===== config.mk =====
export PLATFORM = sky130hd
export DESIGN_NAME = fx_bus_arb
export DESIGN_NICKNAME = d
export VERILOG_FILES = /design/src/rtl/fx_bus_pkg.sv /design/src/rtl/fx_rr_arb.sv /design/src/rtl/fx_bus_arb.sv
export SDC_FILE = /design/constraint.sdc
export NUM_CORES = 1
export LEC_CHECK = 0
export CORE_MARGIN = 1.5
export CORE_UTILIZATION = 41
export DETAILED_ROUTE_END_ITERATION = 8
export PLACE_DENSITY = 0.82
export SYNTH_ARGS = -nofsm -noshare
export SYNTH_HDL_FRONTEND = slang
export SYNTH_HIERARCHICAL = 1
export SYNTH_SLANG_ARGS = --single-unit

===== constraint.sdc =====
create_clock -name clk_sys -period 1.7 [get_ports clk_sys]
set_input_delay 0.425 -clock clk_sys [delete_from_list [all_inputs] [get_ports clk_sys]]
set_output_delay 0.425 -clock clk_sys [all_outputs]
set_load 0.01 [all_outputs]

===== src/rtl/fx_bus_pkg.sv =====
// Shared constants and state encoding for the fx register-bus arbiter.
package fx_bus_pkg;

  localparam int unsigned FX_AW       = 22;
  localparam int unsigned FX_DW       = 8;
  localparam int unsigned DEV_ID_MSB  = 21;
  localparam int unsigned DEV_ID_LSB  = 16;
  localparam int unsigned FX_RD_LAT   = 1;
  localparam int unsigned FX_CNT_W    = 3;

  typedef enum logic [1:0] {
    ST_IDLE  = 2'd0,
    ST_ISSUE = 2'd1,
    ST_WAIT  = 2'd2,
    ST_DONE  = 2'd3
  } fx_state_e;

  // Width of a requester index; never below one bit.
  function automatic int unsigned idx_w(input int unsigned n);
    return (n > 1) ? $clog2(n) : 1;
  endfunction

endpackage


===== src/rtl/fx_rr_arb.sv =====
// Combinational round-robin pick: the first pending requester at or after i_ptr wins.
module fx_rr_arb
  import fx_bus_pkg::*;
#(
  parameter int unsigned N_REQ = 2,
  parameter int unsigned IW    = idx_w(N_REQ)
) (
  input  logic [N_REQ-1:0] i_req,
  input  logic [IW-1:0]    i_ptr,
  output logic [N_REQ-1:0] o_gnt,
  output logic [IW-1:0]    o_idx,
  output logic             o_any
);

  logic w_found;

  // Walk distances from the pointer; the smallest distance with a request wins.
  always_comb begin
    o_gnt   = '0;
    o_idx   = '0;
    w_found = 1'b0;
    for (int unsigned k = 0; k < N_REQ; k++) begin
      for (int unsigned i = 0; i < N_REQ; i++) begin
        if (!w_found && i_req[i] && (((i + N_REQ - 32'(i_ptr)) % N_REQ) == k)) begin
          o_gnt[i] = 1'b1;
          o_idx    = IW'(i);
          w_found  = 1'b1;
        end
      end
    end
  end

  assign o_any = |i_req;

endmodule


===== src/rtl/fx_bus_arb.sv =====
// Round-robin arbiter and single-transaction sequencer for the shared fx register bus.
module fx_bus_arb
  import fx_bus_pkg::*;
#(
  parameter int unsigned N_REQ  = 2,
  parameter int unsigned AW     = FX_AW,
  parameter int unsigned DW     = FX_DW,
  parameter int unsigned RD_LAT = FX_RD_LAT
) (
  input  logic              clk_sys,
  input  logic              rst_n,
  input  logic [N_REQ-1:0]  req_vld,
  input  logic [N_REQ-1:0]  req_wr,
  input  logic [N_REQ*AW-1:0] req_addr,
  input  logic [N_REQ*DW-1:0] req_wdata,
  output logic [N_REQ-1:0]  req_ack,
  output logic [DW-1:0]     req_rdata,
  output logic [AW-1:0]     fx_waddr,
  output logic [DW-1:0]     fx_data,
  output logic              fx_wr,
  output logic [AW-1:0]     fx_raddr,
  output logic              fx_rd,
  input  logic [DW-1:0]     fx_q,
  output logic              busy
);

  localparam int unsigned IW = idx_w(N_REQ);
  localparam int unsigned CW = FX_CNT_W;

  fx_state_e        r_state, w_state_nxt;
  logic [N_REQ-1:0] r_gnt, w_gnt_nxt;
  logic [IW-1:0]    r_gidx, w_gidx_nxt;
  logic [IW-1:0]    r_ptr, w_ptr_nxt;
  logic [CW-1:0]    r_cnt, w_cnt_nxt;
  logic [DW-1:0]    r_rdata, w_rdata_nxt;
  logic [N_REQ-1:0] r_ack, w_ack_nxt;
  logic             r_fx_wr, w_fx_wr_nxt;
  logic             r_fx_rd, w_fx_rd_nxt;
  logic [AW-1:0]    r_fx_waddr, w_fx_waddr_nxt;
  logic [AW-1:0]    r_fx_raddr, w_fx_raddr_nxt;
  logic [DW-1:0]    r_fx_data, w_fx_data_nxt;
  logic             r_busy, w_busy_nxt;

  logic [N_REQ-1:0] w_pick_gnt;
  logic [IW-1:0]    w_pick_idx;
  logic             w_pick_any;
  logic             w_sel_wr;
  logic [AW-1:0]    w_sel_addr;
  logic [DW-1:0]    w_sel_wdata;

  fx_rr_arb #(
    .N_REQ (N_REQ),
    .IW    (IW)
  ) u_rr (
    .i_req (req_vld),
    .i_ptr (r_ptr),
    .o_gnt (w_pick_gnt),
    .o_idx (w_pick_idx),
    .o_any (w_pick_any)
  );

  // One-hot mux of the picked requester's payload.
  always_comb begin
    w_sel_wr    = 1'b0;
    w_sel_addr  = '0;
    w_sel_wdata = '0;
    for (int unsigned i = 0; i < N_REQ; i++) begin
      if (w_pick_gnt[i]) begin
        w_sel_wr    = w_sel_wr | req_wr[i];
        w_sel_addr  = w_sel_addr | req_addr[i*AW +: AW];
        w_sel_wdata = w_sel_wdata | req_wdata[i*DW +: DW];
      end
    end
  end

  // Next-state and next-output logic; fx outputs are non-zero only for the ISSUE cycle.
  always_comb begin
    w_state_nxt    = r_state;
    w_gnt_nxt      = r_gnt;
    w_gidx_nxt     = r_gidx;
    w_ptr_nxt      = r_ptr;
    w_cnt_nxt      = r_cnt;
    w_rdata_nxt    = r_rdata;
    w_ack_nxt      = '0;
    w_fx_wr_nxt    = 1'b0;
    w_fx_rd_nxt    = 1'b0;
    w_fx_waddr_nxt = '0;
    w_fx_raddr_nxt = '0;
    w_fx_data_nxt  = '0;

    case (r_state)
      ST_IDLE: begin
        if (w_pick_any) begin
          w_gnt_nxt   = w_pick_gnt;
          w_gidx_nxt  = w_pick_idx;
          w_rdata_nxt = '0;
          w_state_nxt = ST_ISSUE;
          if (w_sel_wr) begin
            w_fx_wr_nxt    = 1'b1;
            w_fx_waddr_nxt = w_sel_addr;
            w_fx_data_nxt  = w_sel_wdata;
          end else begin
            w_fx_rd_nxt    = 1'b1;
            w_fx_raddr_nxt = w_sel_addr;
          end
        end
      end
      ST_ISSUE: begin
        if (r_fx_wr) begin
          w_ack_nxt   = r_gnt;
          w_state_nxt = ST_DONE;
        end else begin
          w_cnt_nxt   = CW'(RD_LAT - 1);
          w_state_nxt = ST_WAIT;
        end
      end
      ST_WAIT: begin
        if (r_cnt == '0) begin
          w_rdata_nxt = fx_q;
          w_ack_nxt   = r_gnt;
          w_state_nxt = ST_DONE;
        end else begin
          w_cnt_nxt = r_cnt - CW'(1);
        end
      end
      ST_DONE: begin
        w_ptr_nxt   = (r_gidx == IW'(N_REQ - 1)) ? '0 : r_gidx + IW'(1);
        w_state_nxt = ST_IDLE;
      end
      default: w_state_nxt = ST_IDLE;
    endcase

    w_busy_nxt = (w_state_nxt != ST_IDLE);
  end

  always_ff @(posedge clk_sys or negedge rst_n) begin
    if (!rst_n) begin
      r_state    <= ST_IDLE;
      r_gnt      <= '0;
      r_gidx     <= '0;
      r_ptr      <= '0;
      r_cnt      <= '0;
      r_rdata    <= '0;
      r_ack      <= '0;
      r_fx_wr    <= 1'b0;
      r_fx_rd    <= 1'b0;
      r_fx_waddr <= '0;
      r_fx_raddr <= '0;
      r_fx_data  <= '0;
      r_busy     <= 1'b0;
    end else begin
      r_state    <= w_state_nxt;
      r_gnt      <= w_gnt_nxt;
      r_gidx     <= w_gidx_nxt;
      r_ptr      <= w_ptr_nxt;
      r_cnt      <= w_cnt_nxt;
      r_rdata    <= w_rdata_nxt;
      r_ack      <= w_ack_nxt;
      r_fx_wr    <= w_fx_wr_nxt;
      r_fx_rd    <= w_fx_rd_nxt;
      r_fx_waddr <= w_fx_waddr_nxt;
      r_fx_raddr <= w_fx_raddr_nxt;
      r_fx_data  <= w_fx_data_nxt;
      r_busy     <= w_busy_nxt;
    end
  end

  assign req_ack   = r_ack;
  assign req_rdata = r_rdata;
  assign fx_waddr  = r_fx_waddr;
  assign fx_data   = r_fx_data;
  assign fx_wr     = r_fx_wr;
  assign fx_raddr  = r_fx_raddr;
  assign fx_rd     = r_fx_rd;
  assign busy      = r_busy;

endmodule


==> metrics.cfg, run 1 <==
[critical_path]
worstPathCellList=clkdlybuf4s50_1
crit_slowest_cell=clkdlybuf4s50_1
worstSetupStartpoint=fx_raddr[3]$_DFF_PN0_
worst-setup-path-type=register to primary output
worstPathRequired_ns=1.27
crit_arrival_ns=1.22
reg2reg_from=r_state[1]$_DFF_PN0_
worstSetupEndpointType=primary output
crit_path_max_incr_delay_ns=0.54
path_buf_inv=1
crit_path_start_kind=register
cp_top_family=buffers and inverters
crit_path_max_fanout=1

[yosys]
netlist-cell-type-count=36
synth-main-ff-cell=dfrtp_1
synth_area_leaders=dfrtp_1, a22oi_1, nor2_4, nor2_1, ha_1
avgSynthCellArea_um2=11.76
syn-cell-area_mm2=0.003070
yosysMostFrequentCell=dfrtp_1
yosysSeqAreaShare=0.6031
synth_common_cells=dfrtp_1, nor2_1, a22oi_1
ys_ff_latch=74
synth-warning-count=6
synth.largest_area_cell=dfrtp_1
synthesis.nets=341
ys_async_sr_fraction=1.000
yosysTopAreaCellShare=0.6031
synth_edf_count=0
synth_cells=261

[cells_and_area]
n_antenna_cell=0
fin_nets=485
drive_above_1_share=0.1488
final_cells=509
area_growth_pct=58.92
fin_area_mm2=0.004880

[timing]
setup_viol=0
worst_pin_slew_ns=0.3952
slew_viol_final=0
finalCriticalPeriod_ns=1.647
fin_skew_ns=0.008315
hold_viol=0
slew-limit-headroom=0.7366
layout_worst_path_cycle_share=0.9686
fmax_mhz=607.3
finalSetupTns_ns=0

[detailed_routing]
wl_met2_mm=3.931
antenna_left=0
route.met3.wl_um=574
wl_mm=7.689
num_vias=2460
via_per_inst=4.833
routedWlPerCell_um=15.11
first_pass_iters=4
met1_length_mm=3.082
drt_iter0_markers=64
route.top_layer_used=met4
drc=0

[power]
clkPwrFrac=0.236
vdd_drop_max_mv=0.4933
p_sw_mw=1.955
fin_total_pwr_mw=5.846
power_density_mw_per_mm2=1198
p_leak_nw=2.280
seq_power_share=0.385
sw_frac_of_total=0.3343
pwr-share-comb=0.379
p_int_mw=3.892

[floorplanning]
start_util=0.4233
rows=31
die_area_mm2=0.008017
die_w_um=89.54
pin_count=139
fp.dieH_um=89.54
coreArea_mm2=0.007253

[grt]
antenna_found_initial=0
grt_max_degree=75
grt_pass1_vias=2515
grt.total_usage=0.2019
grt_pass1_wl_mm=12.02
overflow=0

[placed_design]
dp.final_hpwl_mm=5.498
placed_cells=492
dpl-instance-area_mm2=0.004593
finalWeightedCongestion=0.8633
io_buffers=138

[cts]
ctsHoldBuffers=0
cts_buffers=9
clk_path_buf_depth=2
clk_latency_ns=0.34
tritoncts=yes
h-tree-depth=3
cts.sinks=74
clkTransAtPathRegs_ns=0.07
root_buffer=clkbuf_8

[run_status]
status=completed

[job]
cap_violations=0

[min_path]
hold_path.class=input port to async pin

logic make-up after synthesis:
family                   Yosys count  synth area share
AO/OA/AOI/OAI                     53            0.1222
multiplexers                       5           0.01752
AND/OR/NAND/NOR                   89            0.1797
buffers and inverters             34           0.05298
flip-flops                        74            0.6031
adder cells (fa/ha/maj)            6           0.02445
state kept, by name (all words and copies together), names as in the netlist, 2 cells and up:
name,flops
fx_raddr,22
fx_data,8
r_gnt,2
fx_waddr,22
req_ack,2
req_rdata,8
r_state,2
r_cnt,3
worst paths after layout:
check / cells past startpoint / slack [ns] / end
min reg2reg: 1 / 0.45 / r_ptr$_DFFE_PN0N_
max in group asynchronous: 2 / 1.28 / r_state[1]$_DFF_PN0_
max reg2reg: 5 / 0.07 / busy$_DFF_PN0_
max: 1 / 0.05 / fx_raddr[3]
min: 2 / 0.08 / req_rdata[7]$_DFFE_PN0P_
min in group clk_sys: 1 / 0.45 / r_ptr$_DFFE_PN0N_
layout by cell type, fill, tap and decap left out, types with 3 or more instances in the layout:
cell type and count:
clkbuf_8 10, inv_1 17, clkdlybuf4s50_1 123, and2_1 3, nand2_1 4, mux2_2 3, buf_4 10, nor2_1 38
dlymetal6s2s_1 13, ha_1 4, a22oi_1 30, o21ai_0 12, nand4_1 8, nor2_4 19, dfrtp_1 73
power groups by stage:
stage | clock, mW | combinational [mW] | sequential [mW]
global placement | 0 | 2.07 | 2.26
global route | 1.49 | 2.43 | 2.29
detailed placement | 0 | 2.14 | 2.29
CTS | 1.42 | 2.17 | 2.25
floorplan | 0 | 1.01 | 2.39
finish | 1.38 | 2.21 | 2.25
cell type report:
type / count / area [um2]
fillers: 553 / 2374
inverters: 18 / 67.56
well taps: 99 / 123.9
clock buffers: 11 / 141.4
multi-input cells: 153 / 1114
flip-flops and latches: 74 / 1853
clock inverters: 5 / 62.56
repair buffers: 149 / 1518
routing by layer:
layer	vias to the layer above	GRT usage
li1	1173	-
met1	1185	0.2387
met2	92	0.3460
met3	10	0.05817
met4	0	0.07972
met5	-	0
stage by stage:
| stage | worst slack (ns) | hold WS [ns] | utilization |
|---|---|---|---|
| after CTS | -0.01455 | 0.09864 | 0.6626 |
| final | 0.05334 | 0.07670 | 0.6728 |
| after floorplan | 0.2103 | 0.1294 | - |
| after global routing | -0.01259 | 0.1007 | 0.6728 |
| after detailed placement | -0.3686 | 0.4491 | 0.6333 |
| after global placement | -0.3079 | 0.4306 | 0.6333 |
timing repair:
action                                 4_1_cts  5_1_grt
setup buffers                                1        0
endpoints found under the hold margin        0        0
gates resized for setup                      2       20
pin swaps                                    1        1
setup endpoints to repair                   10       49
(Power assumes the default switching activity.)
==> run 2: changes to the inputs <==
- HOLD_SLACK_MARGIN: unset -> 0.1
==> metrics.cfg, run 2 (synthesis results as in run 1) <==
[grt]
grt.total_usage=0.2019  ; unchanged
antenna_found_initial=0  ; unchanged
grt_pass1_wl_mm=12.02  ; unchanged
overflow=0  ; unchanged
grt_max_degree=75  ; unchanged
grt_pass1_vias=2515  ; unchanged

[timing]
finalCriticalPeriod_ns=1.647  ; about the same
slew-limit-headroom=0.7372  ; was 0.7366
worst_slack_ns=0.05310  ; was 0.05334 ns
fmax_mhz=607.2  ; was 607.3 MHz
layout_worst_path_cycle_share=0.9688  ; was 0.9686
fin_skew_ns=0.008565  ; was 0.008315 ns
hold_viol=0  ; unchanged
slew_viol_final=0  ; unchanged
worst_pin_slew_ns=0.3942  ; was 0.3952 ns
setup_viol=0  ; unchanged

[placed_design]
finalWeightedCongestion=0.8633  ; unchanged
dp_slack_ns=-0.3686  ; unchanged
dp.final_hpwl_mm=5.498  ; unchanged
dpl-instance-area_mm2=0.004593  ; unchanged
io_buffers=138  ; unchanged

[critical_path]
worstPathRequired_ns=1.27  ; about the same
crit_slowest_cell=clkdlybuf4s50_1  ; unchanged
rr_worst_depth=5  ; unchanged
reg2reg_to=busy$_DFF_PN0_  ; unchanged
crit_path_max_fanout=1  ; unchanged
crit_path_start_kind=register  ; unchanged
path_buf_inv=1  ; unchanged
r2r_setup_slack_ns=0.07  ; about the same
crit_arrival_ns=1.22  ; about the same
worstPathCellList=clkdlybuf4s50_1  ; unchanged
worst-setup-path-type=register to primary output  ; unchanged
reg2reg_from=r_state[1]$_DFF_PN0_  ; unchanged
cp_top_family=buffers and inverters  ; unchanged
crit_path_max_incr_delay_ns=0.55  ; was 0.54 ns
worstSetupEndpointType=primary output  ; unchanged

[power]
power_density_mw_per_mm2=1196  ; was 1198 mW/mm2
vdd_drop_max_mv=0.4930  ; was 0.4933 mV
fin_total_pwr_mw=5.847  ; was 5.846 mW
p_leak_nw=2.285  ; was 2.280 nW

[cts]
root_buffer=clkbuf_8  ; unchanged
cts_buffers=9  ; unchanged
clk_path_buf_depth=2  ; unchanged
clk_latency_ns=0.34  ; about the same
clkTransAtPathRegs_ns=0.07  ; about the same
h-tree-depth=3  ; unchanged
cts.sinks=74  ; unchanged
tritoncts=yes  ; unchanged

[floorplanning]
rows=31  ; unchanged
die_area_mm2=0.008017  ; unchanged
coreArea_mm2=0.007253  ; unchanged
pin_count=139  ; unchanged
die_w_um=89.54  ; unchanged
start_util=0.4233  ; unchanged
fp.dieH_um=89.54  ; unchanged

[cells_and_area]
n_antenna_cell=0  ; unchanged
fin_nets=486  ; was 485
fill_cells=552  ; was 553
fin_area_mm2=0.004890  ; was 0.004880 mm2
layout_common_cells=clkdlybuf4s50_1, dfrtp_1, nor2_1  ; unchanged
area_growth_pct=59.25  ; was 58.92%
drive_above_1_share=0.1484  ; was 0.1488
final_common_cell=clkdlybuf4s50_1  ; unchanged

[detailed_routing]
wl_met2_mm=3.914  ; was 3.931 mm
via_per_inst=4.835  ; was 4.833
antenna_left=0  ; unchanged
num_vias=2466  ; was 2460
wl_mm=7.689  ; unchanged
met1_length_mm=3.083  ; was 3.082 mm
routedWlPerCell_um=15.08  ; was 15.11 um
route.met3.wl_um=589  ; was 574 um
first_pass_iters=4  ; unchanged
drc=0  ; unchanged
route.top_layer_used=met4  ; unchanged
drt_iter0_markers=70  ; was 64

[min_path]
whs_path_depth=1
hold_path.class=register to register  ; was input port to async pin
holdPathEnd=r_ptr$_DFFE_PN0N_
worstHoldStart=r_gidx$_DFFE_PN0P_

[run_status]
status=completed  ; unchanged

[job]
cap_violations=0  ; unchanged

==> run 2: cell count changes in the layout (fill, tap and decap cells not counted) <==
cell	previous run	this run
dlygate4sd3_1	0	1
==> run 2: layout make-up <==
class / count / area (um2) / area share
Timing Repair Buffer: 150 / 1528 / 0.3124
Tap cell: 99 / 123.9 / 0.02533
Clock inverter: 5 / 62.56 / 0.01279
Clock buffer: 11 / 141.4 / 0.02892
Multi-Input combinational cell: 153 / 1114 / 0.2277
Inverter: 18 / 67.56 / 0.01382
Sequential cell: 74 / 1853 / 0.3790
==> run 2: report_power, final <==
group | internal, mW | leakage (nW) | switching [mW]
clock | 0.726 | 0.0962 | 0.654
sequential | 2.09 | 1.00 | 0.160
combinational | 1.08 | 1.19 | 1.14
total | 3.89 | 2.28 | 1.95
==> run 2: how the worst max path moves through the flow <==
stage,endpoint,start,cells past startpoint,slack [ns]
after floorplan,fx_raddr[10]$_DFF_PN0_,r_state[0]$_DFF_PN0_,7,0.21
after global placement,fx_raddr[1]$_DFF_PN0_,req_vld[1],6,-0.31
after detailed placement,fx_raddr[1]$_DFF_PN0_,req_vld[1],6,-0.37
after CTS,req_rdata[2]$_DFFE_PN0P_,r_state[0]$_DFF_PN0_,5,-0.01
after global routing,busy$_DFF_PN0_,r_state[1]$_DFF_PN0_,5,-0.01
final,fx_raddr[21],fx_raddr[21]$_DFF_PN0_,1,0.05
==> run 2: per-layer routing <==
metal  vias to the layer above  track usage
li1                       1174            -
met3                        10      0.05817
met2                        94       0.3460
met5                         -            0
met1                      1188       0.2387
met4                         0      0.07972
==> run 2: timing repair <==
| action | 4_1_cts | 5_1_grt |
|---|---|---|
| hold endpoints to repair | 1 | 0 |
| setup endpoints to repair | 10 | 49 |
| hold buffers | 1 | 0 |
| pin swaps | 1 | 1 |
| gates resized for setup | 2 | 20 |
| buffers inserted | 1 | 0 |
==> run 2: per-stage QoR <==
step | std cells | hold slack (ns) | util | TNS, ns
after floorplan | 261 | 0.1294 | - | 0
after global placement | 492 | 0.4306 | 0.6333 | -14.45
after detailed placement | 492 | 0.4491 | 0.6333 | -18.27
after CTS | 510 | 0.4630 | 0.6640 | -0.01455
after global routing | 510 | 0.4965 | 0.6741 | -0.03186
final | 510 | 0.4543 | 0.6741 | 0
